<file path="config.mk">
export PLATFORM = sky130hd
export DESIGN_NAME = mux_4to1_rr_arbiter
export DESIGN_NICKNAME = d
export VERILOG_FILES = /design/src/rtl/mux_4to1_rr_arbiter.sv
export SDC_FILE = /design/constraint.sdc
export NUM_CORES = 1
export LEC_CHECK = 0
export CAP_MARGIN = 20
export CELL_PAD_IN_SITES_DETAIL_PLACEMENT = 1
export CELL_PAD_IN_SITES_GLOBAL_PLACEMENT = 1
export CORE_UTILIZATION = 27
export DETAILED_ROUTE_END_ITERATION = 10
export GPL_ROUTABILITY_DRIVEN = 0
export HOLD_SLACK_MARGIN = 0.1
export PLACE_DENSITY = 0.86
export SYNTH_ARGS = -nofsm -noshare
export SYNTH_HDL_FRONTEND = slang
export SYNTH_SLANG_ARGS = --single-unit
export TNS_END_PERCENT = 10
</file>
<file path="constraint.sdc">
create_clock -name clk -period 3.11 [get_ports clk]
set_input_delay 0.4665 -clock clk [delete_from_list [all_inputs] [get_ports clk]]
set_output_delay 0.4665 -clock clk [all_outputs]
set_load 0.01 [all_outputs]
</file>
<file path="src/rtl/mux_4to1_rr_arbiter.sv">
// Round-robin arbiter plus output register that shares one valid/ready channel among
// four requesters; priority moves to the requester just after the last one accepted.
module mux_4to1_rr_arbiter #(
    parameter int WIDTH     = 64,
    parameter int SEL_WIDTH = 2
) (
    input  logic                 clk,
    input  logic                 rst_n,
    input  logic [WIDTH-1:0]     data0,
    input  logic [WIDTH-1:0]     data1,
    input  logic [WIDTH-1:0]     data2,
    input  logic [WIDTH-1:0]     data3,
    input  logic [3:0]           in_valid,
    output logic [3:0]           in_ready,
    input  logic [3:0]           req_mask,
    output logic [WIDTH-1:0]     out_data,
    output logic [SEL_WIDTH-1:0] out_src,
    output logic                 out_valid,
    input  logic                 out_ready
);
    localparam int NUM_REQ = 4;

    logic [WIDTH-1:0]     data_arr [NUM_REQ];
    logic [SEL_WIDTH-1:0] rr_ptr_q, rr_ptr_d;
    logic                 out_valid_q, out_valid_d;
    logic [WIDTH-1:0]     out_data_q, out_data_d;
    logic [SEL_WIDTH-1:0] out_src_q, out_src_d;

    logic                 load_en;
    logic                 any_req;
    logic [3:0]           req;
    logic [3:0]           gnt;
    logic [SEL_WIDTH-1:0] gnt_idx;

    assign data_arr[0] = data0;
    assign data_arr[1] = data1;
    assign data_arr[2] = data2;
    assign data_arr[3] = data3;

    assign load_en = !out_valid_q || out_ready;
    assign req     = in_valid & req_mask;

    // Walk from the farthest slot back toward rr_ptr so the nearest requester wins.
    always_comb begin : grant_search
        logic [SEL_WIDTH-1:0] idx;
        idx     = '0;
        any_req = 1'b0;
        gnt_idx = '0;
        for (int k = NUM_REQ - 1; k >= 0; k--) begin
            idx = rr_ptr_q + SEL_WIDTH'(k);
            if (req[idx]) begin
                any_req = 1'b1;
                gnt_idx = idx;
            end
        end
    end

    always_comb begin
        gnt = 4'b0000;
        if (any_req) begin
            gnt = 4'b0001 << gnt_idx;
        end
    end

    assign in_ready = load_en ? gnt : 4'b0000;

    always_comb begin
        rr_ptr_d    = rr_ptr_q;
        out_valid_d = out_valid_q;
        out_data_d  = out_data_q;
        out_src_d   = out_src_q;
        if (load_en) begin
            if (any_req) begin
                out_valid_d = 1'b1;
                out_data_d  = data_arr[gnt_idx];
                out_src_d   = gnt_idx;
                rr_ptr_d    = gnt_idx + SEL_WIDTH'(1);
            end else begin
                out_valid_d = 1'b0;
            end
        end
    end

    always_ff @(posedge clk or negedge rst_n) begin
        if (!rst_n) begin
            rr_ptr_q    <= '0;
            out_valid_q <= 1'b0;
            out_data_q  <= '0;
            out_src_q   <= '0;
        end else begin
            rr_ptr_q    <= rr_ptr_d;
            out_valid_q <= out_valid_d;
            out_data_q  <= out_data_d;
            out_src_q   <= out_src_d;
        end
    end

    assign out_data  = out_data_q;
    assign out_src   = out_src_q;
    assign out_valid = out_valid_q;

    // Protocol monitors: remember what must still be on the wires at the next edge.
    logic [3:0]           pend_q, pend_d;
    logic                 hold_q, hold_d;
    logic [WIDTH-1:0]     pend_data_q [NUM_REQ];
    logic [WIDTH-1:0]     hold_data_q;
    logic [SEL_WIDTH-1:0] hold_src_q;

    always_comb begin
        pend_d = in_valid & ~in_ready;
        hold_d = out_valid_q && !out_ready;
    end

    always_ff @(posedge clk or negedge rst_n) begin
        if (!rst_n) begin
            pend_q <= '0;
            hold_q <= 1'b0;
        end else begin
            pend_q <= pend_d;
            hold_q <= hold_d;
        end
    end

    always_ff @(posedge clk) begin
        hold_data_q <= out_data_q;
        hold_src_q  <= out_src_q;
        for (int k = 0; k < NUM_REQ; k++) begin
            pend_data_q[k] <= data_arr[k];
        end
    end

    generate
        for (genvar gi = 0; gi < NUM_REQ; gi++) begin : g_req_chk
            always @(posedge clk) begin
                if (rst_n && pend_q[gi]) begin
                    assert (in_valid[gi] && (data_arr[gi] == pend_data_q[gi]))
                    else $error("requester %0d changed its beat before acceptance", gi);
                end
            end
        end
    endgenerate

    always @(posedge clk) begin
        if (rst_n) begin
            assert ($onehot0(in_ready))
            else $error("more than one in_ready bit high: %b", in_ready);
            if (hold_q) begin
                assert (out_valid_q && (out_data_q == hold_data_q) && (out_src_q == hold_src_q))
                else $error("output beat changed while stalled");
            end
        end
    end

endmodule

</file>
Word-level counts from Yosys, hierarchy flattened
Index checks and enable logic that the tools add are counted.
W data, S select, Z words.
{"block": "word_totals", "register_bits": 69, "mem_count": 0, "latch_bits": 0, "ram_bits": 0, "mem_bits_ro": 0, "in_bits": 267}
{"block": "op_classes", "shift": 1, "bitwise": 2, "addsub": 4, "n_mul": 0, "order_cmp": 5, "n_eq_ne": 0, "n_div": 0, "mux": 22, "n_reduce_logical": 3}
{"operator": "$bmux W64 S2", "n": 1}
{"operator": "$mux W64", "n": 2}
{"operator": "$lt A2 B3 Y1 const B", "n": 4}
{"operator": "$mux W1", "n": 9}
{"operator": "$bmux W1 S2", "n": 4}
{"operator": "$mux W2", "n": 4}
{"operator": "$mux W4", "n": 2}
{"operator": "$add A2 B1 Y2 const B", "n": 2}
{"operator": "$add A2 B2 Y2 const B", "n": 2}
{"operator": "$and A4 B4 Y4", "n": 1}
{"operator": "$shl A1 B2 Y4 const A", "n": 1}
{"operator": "$ge A3 B3 Y1 const B", "n": 1}
{"operator": "$not A2 Y3", "n": 1}
{"operator": "$reduce_and A2 Y1", "n": 1}
{"operator": "$logic_not A1 Y1", "n": 1}
{"operator": "$logic_or A1 B1 Y1", "n": 1}

Longest topological paths before layout
Gate-level depths: netlist of run 1.
{"block": "depth", "word_depth": 11, "ltp_mapped": 7, "ltp_nobuf": 5}

Worst setup path after synthesis of run 1
OpenSTA, ideal clock, no wires.
{"block": "synth_path", "kind": "in2out", "start": "input in_valid[1]", "end": "output in_ready[0]", "arrival_ns": 1.656, "path_stages": 5, "slack_ns": 0.988, "cell_sequence": "and2_1 -> o2111a_1 -> buf_2 -> or2_1 -> nor3_1"}
{"block": "synth_via", "elab_chain_len": 10, "word_cells_on_any_way": 20, "cone_classes": "1 x shift; 18 x mux; 1 x bitwise"}
{"item": "start, declared", "line_no": "13", "rtl": "input logic [3:0] in_valid,"}
{"item": "$and A4 B4 Y4 *", "line_no": "41", "rtl": "assign req = in_valid & req_mask;"}
{"item": "$bmux W1 S2", "line_no": "51", "rtl": "if (req[idx]) begin"}
{"item": "$mux W1 (implied by the code)", "line_no": "51"}
{"item": "$mux W2 (4 in a row)", "line_no": "51"}
{"item": "$shl A1 B2 Y4", "line_no": "61", "rtl": "gnt = 4'b0001 << gnt_idx;"}
{"item": "$mux W4 *", "line_no": "60", "rtl": "if (any_req) begin"}
{"item": "$mux W4 *", "line_no": "65", "rtl": "assign in_ready = load_en ? gnt : 4'b0000;"}
{"item": "end, declared", "line_no": "14", "rtl": "output logic [3:0] in_ready,"}
Mark *: on every way between the ends. The rest lies on a longest branch, timed or not. The select of a mux whose other input is x is not followed.

Worst setup path in the final report of run 1
{"block": "layout_path", "start": "input in_valid[1]", "end": "output in_ready[2]"}
The elaborated chain is that of the path after synthesis.

==> results of run 1 <==
layout make-up:
type	instances	share of cell area
timing repair buffer	350	0.4110
sequential	69	0.2024
clock inverter	5	0.005867
multi-input combinational	360	0.3184
inverter	2	0.0008800
clock buffer	11	0.02845
tap	225	0.03300
cell usage in the layout (no fill, tap or decap):
cell,Yosys,routed
a211oi_1,102,102
a211oi_2,26,26
a21o_1,1,1
a21oi_1,1,1
a22o_1,1,1
a22oi_1,1,1
a32oi_4,0,1
and2_1,2,2
and3_1,2,2
buf_12,3,3
buf_4,7,11
bufinv_16,0,1
clkbuf_1,8,1
clkbuf_16,0,9
clkbuf_8,0,1
clkdlybuf4s50_1,0,336
clkinv_2,0,4
dfrtp_1,69,69
inv_1,2,2
mux2i_1,64,64
nand2_1,11,11
nand3_1,2,2
nand3b_1,2,2
nand4_1,2,2
nor2_1,65,65
nor2_4,2,2
nor3_1,4,4
o2111a_2,0,2
o211ai_1,1,1
o21a_1,64,64
o21ai_0,1,1
o21ai_1,1,1
or2_1,1,1
xnor2_1,1,1
cells by family (layout without fill, tap and decap cells):
family | Yosys count | after routing | synth area share
flops | 69 | 69 | 0.3649
xor+xnor | 1 | 1 | 0.001851
mux | 64 | 64 | 0.1354
compound gates | 202 | 202 | 0.3485
buf+inv | 51 | 368 | 0.06557
simple gates | 93 | 93 | 0.08382
per-layer routing:
layer	wire length (µm)	vias to the layer above	global-route usage
met2	10120	229	0.3944
met5	0	-	0
met3	1560	29	0.06085
li1	-	2448	-
met1	8191	2466	0.2663
met4	421	0	0.07241
state kept, by name, indices dropped and copies added (netlist names):
signal and cells:
out_valid 1, rr_ptr_q 2, out_src 2, out_data 64
how the worst min path moves through the flow:
| stage | end | startpoint |
|---|---|---|
| after floorplan | out_data[0]$_DFFE_PN0P_ | rst_n |
| after global placement | out_src[1]$_DFFE_PN0P_ | out_src[1]$_DFFE_PN0P_ |
| after detailed placement | out_src[0]$_DFFE_PN0P_ | out_src[0]$_DFFE_PN0P_ |
| after CTS | out_data[63]$_DFFE_PN0P_ | rst_n |
| after global routing | out_data[63]$_DFFE_PN0P_ | rst_n |
| final | out_data[63]$_DFFE_PN0P_ | rst_n |
power by group through the flow:
stage,Combinational [mW],Clock [mW],Sequential [mW]
after global placement,2.72,0,1.42
final,2.75,1.03,1.43
after global routing,2.94,1.11,1.47
after floorplan,1.31,0,1.57
after CTS,2.78,1.08,1.43
after detailed placement,2.77,0,1.44
==> reports/summary.log, run 1 <==
[worst_setup_path] category of the most critical setup path input pin to output pin
[routing] total wire length after detailed routing 20,290 µm
[routing] via count of the routed design 5,172
[power] worst supply voltage drop on vdd 0.0006935 V
[power] sw frac 0.3643
[synthesis] dominant synthesized flop cell dfrtp_1
[clock_tree] clock-pin slew on the worst setup and hold paths 0.06 ns
[floorplanning] x dimension of the die 134.4 µm
[synthesis] Synth Area per Inst 9.858 µm²
[worst_setup_path] slowest stage cell on the critical path clkdlybuf4s50_1
[worst_setup_path] Critical Path RT 2.64 ns
[worst_setup_path] largest incremental delay on the critical path 0.57 ns
[worst_setup_path] worst path cell trace clkdlybuf4s50_1 > and2_1 > o2111a_2 > or2_1 > nor3_1 > clkdlybuf4s50_1
[clock_tree] CTS tree yes
[worst_setup_path] critical path peak fanout 4
[sta] final hold violations 0
[place] total instance count after detailed placement 1,006
[routing] Iteration-0 DRC Markers 122
[worst_setup_path] Worst Reg-to-Reg Cells 6
[global_route] wire length of the first global-routing pass 31,240 µm
[synthesis] sequential element share of the synthesized area 0.3649
[worst_setup_path] FF-to-FF setup slack 0.67 ns
[clock_tree] Longest Clk Path Bufs 2
[sta] final worst path period share 0.9553
[clock_tree] maximum level of the CTS H-tree 3
[worst_setup_path] Critical Path Stages 6
[synthesis] share of flip-flops with an asynchronous set or reset 1.000
[synthesis] most frequent cells after synthesis 102 x a211oi_1, 69 x dfrtp_1, 65 x nor2_1
[synthesis] number of distinct library cells after synthesis 32
[global_route] maximum number of pins on one net before global-route repair 123
[power] cell leakage power 3.330 nW
[synthesis] syn nets 747
[clock_tree] total clock sinks 69
[global_route] gr ovfl total 0
[power] total design power 5.207 mW
[sta] final setup violating endpoints 0
[floorplanning] Top Ports 338
[status] outcome complete, no violations
[routing] residual DRC count 0
[final_layout] Reg area 0.001727 mm²
[clock_tree] count of cells resized by post-cts repair 0
[synthesis] Post-synth EDFFs 0
[final_layout] number of diodes added for antenna fixing 0
[clock_tree] Clock Root Buffer clkbuf_16
[worst_hold_path] worst hold path class input pin to asynchronous set/reset pin
[worst_setup_path] crit path launch type input pin
[synthesis] area of the mapped netlist 0.004732 mm²
[floorplanning] total core area 0.01718 mm²
[sta] maximum clock frequency 0.3366 GHz
[place] Buffers on Ports 337
[global_route] vias in the first global route 5,541
[sta] clock skew 0.004504 ns
[power] total internal power 3.310 mW
[place] half-perimeter wire length after placement 14,940 µm
[sta] minimum period implied by the final worst setup slack 2.971 ns
[worst_setup_path] CP top delay family buffers and inverters
[final_layout] layout cells sized above 1 0.07528
[power] Comb pwr share 0.527
[worst_setup_path] most common cell type on the critical path clkdlybuf4s50_1
[routing] via/cell ratio 5.061
[power] net switching power 1.897 mW
[power] clock share of power 0.199
[place] worst setup timing slack at the placement stage 0.1275 ns
[routing] detailed-route wire length per cell 19.85 µm
[synthesis] Yosys warning count 0
[synthesis] area share of the largest cell type after synthesis 0.3649
[synthesis] ranking of synthesized cells by area dfrtp_1 36%, a211oi_1 16%, mux2i_1 14%
[sta] final setup margin 0.1389 ns
[place] Placement Cell Area 0.008238 mm²
[final_layout] fraction of the core area covered by cells at the end of the flow 0.4966
[sta] Max Transition Viols Final 0
[clock_tree] cts bufs inserted 9
[global_route] antenna violations before repair 0
[sta] worst hold-check slack 0.2668 ns
[flow_run] max-capacitance violation count 0
[worst_setup_path] arrival time reported for the critical path endpoint 2.50 ns
[final_layout] total non-filler cell area in the finished layout 0.008531 mm²
[power] power density over cell area 610.3 mW/mm²
[sta] Tightest Pin Transition 0.9529 ns
[clock_tree] hold_buf cts 0
[final_layout] area added between synthesis and finish 80.27%
[worst_setup_path] reg2reg end out_data[12]$_DFFE_PN0P_
[synthesis] Yosys top cell by area dfrtp_1
[sta] unrepaired setup endpoints after global routing no
[synthesis] count of state elements after synthesis 69
[synthesis] Syn Inst Count 480
[power] share of power burned in registers 0.274
[sta] slew margin rel. 0.3647
[final_layout] Fill cells 1,942
[worst_setup_path] Critical R2R Launch rr_ptr_q[0]$_DFFE_PN0P_
[global_route] overall global routing resource usage 0.2254
[final_layout] final non-filler cell total 1,022
[worst_setup_path] Critical Path Sink Type output pin
[clock_tree] source-to-sink clock delay at the later pin of the worst-skew pair 0.33 ns
[final_layout] final net count 1,059
[floorplanning] Chip Height 134.4 µm
[sta] Fin Setup TNS 0 ns
[routing] antenna-violating nets left 0
[worst_setup_path] worst setup path startpoint in_valid[1]
[clock_tree] setup bufs post-CTS 0
[floorplanning] Starting Density 0.2755
[final_layout] area of the multi-input gates 0.002716 mm²
[worst_setup_path] WP buf/inv 2
[floorplanning] Row Count 48
[floorplanning] floorplan die area 0.01806 mm²
[synthesis] cell with the most instances after synthesis a211oi_1
[routing] number of optimization iterations in the first detailed-route pass 5
[worst_setup_path] end of the critical path in_ready[2]
No activity file was read; power rests on OpenSTA's default activity.
==> inputs of run 2 (changes only) <==
- ABC_CLOCK_PERIOD_IN_PS: not set -> 3110
==> results of run 2 <==
Final layout, timing and power as in run 1 (identical DEF).
==> inputs of run 3 (changes only) <==
- CORE_UTILIZATION: 27 -> 25
- CTS_CLUSTER_DIAMETER: not set -> 200
- PLACE_DENSITY: 0.86 -> 0.81
==> reports/summary.log, run 3 (synthesis results as in run 1) <==
[status] outcome complete, no violations
[clock_tree] total clock sinks 69 [unchanged]
[floorplanning] total core area 0.01827 mm² [+6.4%]
[floorplanning] Chip Height 139.6 µm [+3.9%]
[final_layout] area added between synthesis and finish 81.46%
[clock_tree] setup bufs post-CTS 0 [unchanged]
[sta] Max Transition Viols Final 0 [unchanged]
[power] power density over cell area 616.2 mW/mm² [+0.96%]
[clock_tree] count of cells resized by post-cts repair 0 [unchanged]
[sta] final hold violations 0 [unchanged]
[final_layout] most common cell after layout, fill and taps aside clkdlybuf4s50_1
[power] clock share of power 0.210 [+0.011]
[routing] Iteration-0 DRC Markers 159 [+30%]
[final_layout] highest-count cells in the layout ignoring fill and taps 336 x clkdlybuf4s50_1, 102 x a211oi_1, 69 x dfrtp_1
[clock_tree] hold_buf cts 0 [unchanged]
[sta] Fin Setup TNS 0 ns [unchanged]
[place] worst setup timing slack at the placement stage 0.08744 ns [-0.04002 ns]
[worst_setup_path] arrival time reported for the critical path endpoint 2.50 ns [about the same]
[routing] detailed-route wire length per cell 19.81 µm [-0.23%]
[sta] final setup violating endpoints 0 [unchanged]
[sta] unrepaired setup endpoints after global routing no
[global_route] overall global routing resource usage 0.2097 [-0.01567]
[floorplanning] Row Count 49 [+2.1%]
[sta] Tightest Pin Transition 0.9722 ns [+0.01928 ns]
[floorplanning] Top Ports 338 [unchanged]
[routing] total wire length after detailed routing 20,380 µm [+0.46%]
[worst_setup_path] slowest stage cell on the critical path clkdlybuf4s50_1
[power] share of power burned in registers 0.268 [-0.006]
[sta] clock skew 0.008691 ns [+0.004187 ns]
[sta] minimum period implied by the final worst setup slack 2.971 ns [-0.0004140 ns]
[final_layout] final net count 1,062 [+0.28%]
[routing] residual DRC count 0 [unchanged]
[floorplanning] floorplan die area 0.01948 mm² [+7.9%]
[routing] antenna-violating nets left 0 [unchanged]
[place] half-perimeter wire length after placement 14,990 µm [+0.31%]
[floorplanning] Starting Density 0.2590 [-0.01649]
[clock_tree] source-to-sink clock delay at the later pin of the worst-skew pair 0.34 ns [about the same]
[final_layout] layout cells sized above 1 0.07625 [+0.0009677]
[power] worst supply voltage drop on vdd 0.0003040 V [-56%]
[clock_tree] CTS tree yes
[power] net switching power 1.892 mW [-0.27%]
[worst_setup_path] critical path peak fanout 4 [unchanged]
[global_route] maximum number of pins on one net before global-route repair 70 [-43%]
[sta] final setup margin 0.1393 ns [+0.0004140 ns]
[worst_setup_path] crit path launch type input pin
[floorplanning] x dimension of the die 139.6 µm [+3.9%]
[worst_setup_path] CP top delay family buffers and inverters
[flow_run] max-capacitance violation count 0 [unchanged]
[clock_tree] cts bufs inserted 9 [unchanged]
[power] total design power 5.291 mW [+1.6%]
[global_route] vias in the first global route 5,544 [+0.054%]
[final_layout] number of diodes added for antenna fixing 0 [unchanged]
[global_route] gr ovfl total 0 [unchanged]
[worst_setup_path] Critical Path RT 2.64 ns [about the same]
[routing] number of optimization iterations in the first detailed-route pass 4 [-1]
[worst_setup_path] Critical Path Sink Type output pin
[global_route] antenna violations before repair 0 [unchanged]
[sta] slew margin rel. 0.3519 [-0.01285]
[clock_tree] Clock Root Buffer clkbuf_16
[sta] maximum clock frequency 0.3366 GHz [about the same]
[final_layout] Fill cells 2,044 [+5.3%]
[worst_hold_path] worst hold path class input pin to asynchronous set/reset pin
[worst_setup_path] worst path cell trace clkdlybuf4s50_1 > and2_1 > o2111a_2 > or2_1 > nor3_1 > clkdlybuf4s50_1
[worst_setup_path] largest incremental delay on the critical path 0.61 ns [+0.04 ns]
[worst_setup_path] most common cell type on the critical path clkdlybuf4s50_1
[worst_setup_path] WP buf/inv 2 [unchanged]
[worst_setup_path] category of the most critical setup path input pin to output pin
[global_route] wire length of the first global-routing pass 31,470 µm [+0.75%]
[final_layout] max FFs per register 64 [unchanged]
[sta] final worst path period share 0.9552 [about the same]
[power] total internal power 3.399 mW [+2.7%]
[routing] via count of the routed design 5,204 [+0.62%]
[clock_tree] Longest Clk Path Bufs 2 [unchanged]
[clock_tree] maximum level of the CTS H-tree 3 [unchanged]
[power] sw frac 0.3575 [-0.006807]
[power] cell leakage power 3.349 nW [+0.58%]
[place] Buffers on Ports 337 [unchanged]
[power] Comb pwr share 0.521 [-0.006]
[routing] via/cell ratio 5.057 [about the same]
[clock_tree] clock-pin slew on the worst setup and hold paths 0.06 ns [about the same]
[run 3: cell types whose count changed in the layout (fill, tap and decap cells not counted), sizes merged]
cell      change
clkbuf        +1
buf           +3
bufinv        +1
clkinv        -3
clkinvlp      +1
[run 3: layout make-up]
| cell class | instances | area, µm² | share of cell area |
|---|---|---|---|
| Inverter | 2 | 7.507 | 0.0008743 |
| Multi-Input combinational cell | 360 | 2716 | 0.3163 |
| Clock inverter | 4 | 72.57 | 0.008451 |
| Timing Repair Buffer | 353 | 3541 | 0.4124 |
| Tap cell | 229 | 286.5 | 0.03337 |
| Sequential cell | 69 | 1727 | 0.2011 |
| Clock buffer | 12 | 236.5 | 0.02754 |
[run 3: power groups by stage]
stage               Sequential, mW  Combinational, mW  Clock (mW)
floorplan                     1.57               1.31           0
global placement              1.42               2.75           0
detailed placement            1.44               2.79           0
CTS                           1.42               2.80        1.14
global route                  1.46               2.96        1.17
finish                        1.42               2.76        1.11
[run 3: final timing paths]
path | startpoint | cells past startpoint | to | slack, ns
max reg2reg | rr_ptr_q[0]$_DFFE_PN0P_ | 6 | out_data[13]$_DFFE_PN0P_ | 0.63
min reg2reg | out_src[0]$_DFFE_PN0P_ | 2 | out_src[0]$_DFFE_PN0P_ | 0.49
max in group asynchronous | rst_n | 1 | out_data[15]$_DFFE_PN0P_ | 2.19
max | in_valid[1] | 6 | in_ready[2] | 0.14
min | rst_n | 1 | out_data[28]$_DFFE_PN0P_ | 0.27
min in group clk | out_src[0]$_DFFE_PN0P_ | 2 | out_src[0]$_DFFE_PN0P_ | 0.49
[run 3: per-layer routing]
layer  GRT usage  part of all wire
met2      0.3758              0.50
met1      0.2425              0.41
met3     0.05953             0.077
met4     0.05899             0.014
met5           0                 0
[run 3: metrics by stage]
stage	instances	util	area, µm²	hold WS, ns
after global placement	1013	0.4531	8278	0.4627
after CTS	1029	0.4700	8587	0.3226
final	1029	0.4700	8587	0.2744
after detailed placement	1013	0.4531	8278	0.4747
after floorplan	480	-	4732	0.1709
after global routing	1029	0.4700	8587	0.3584
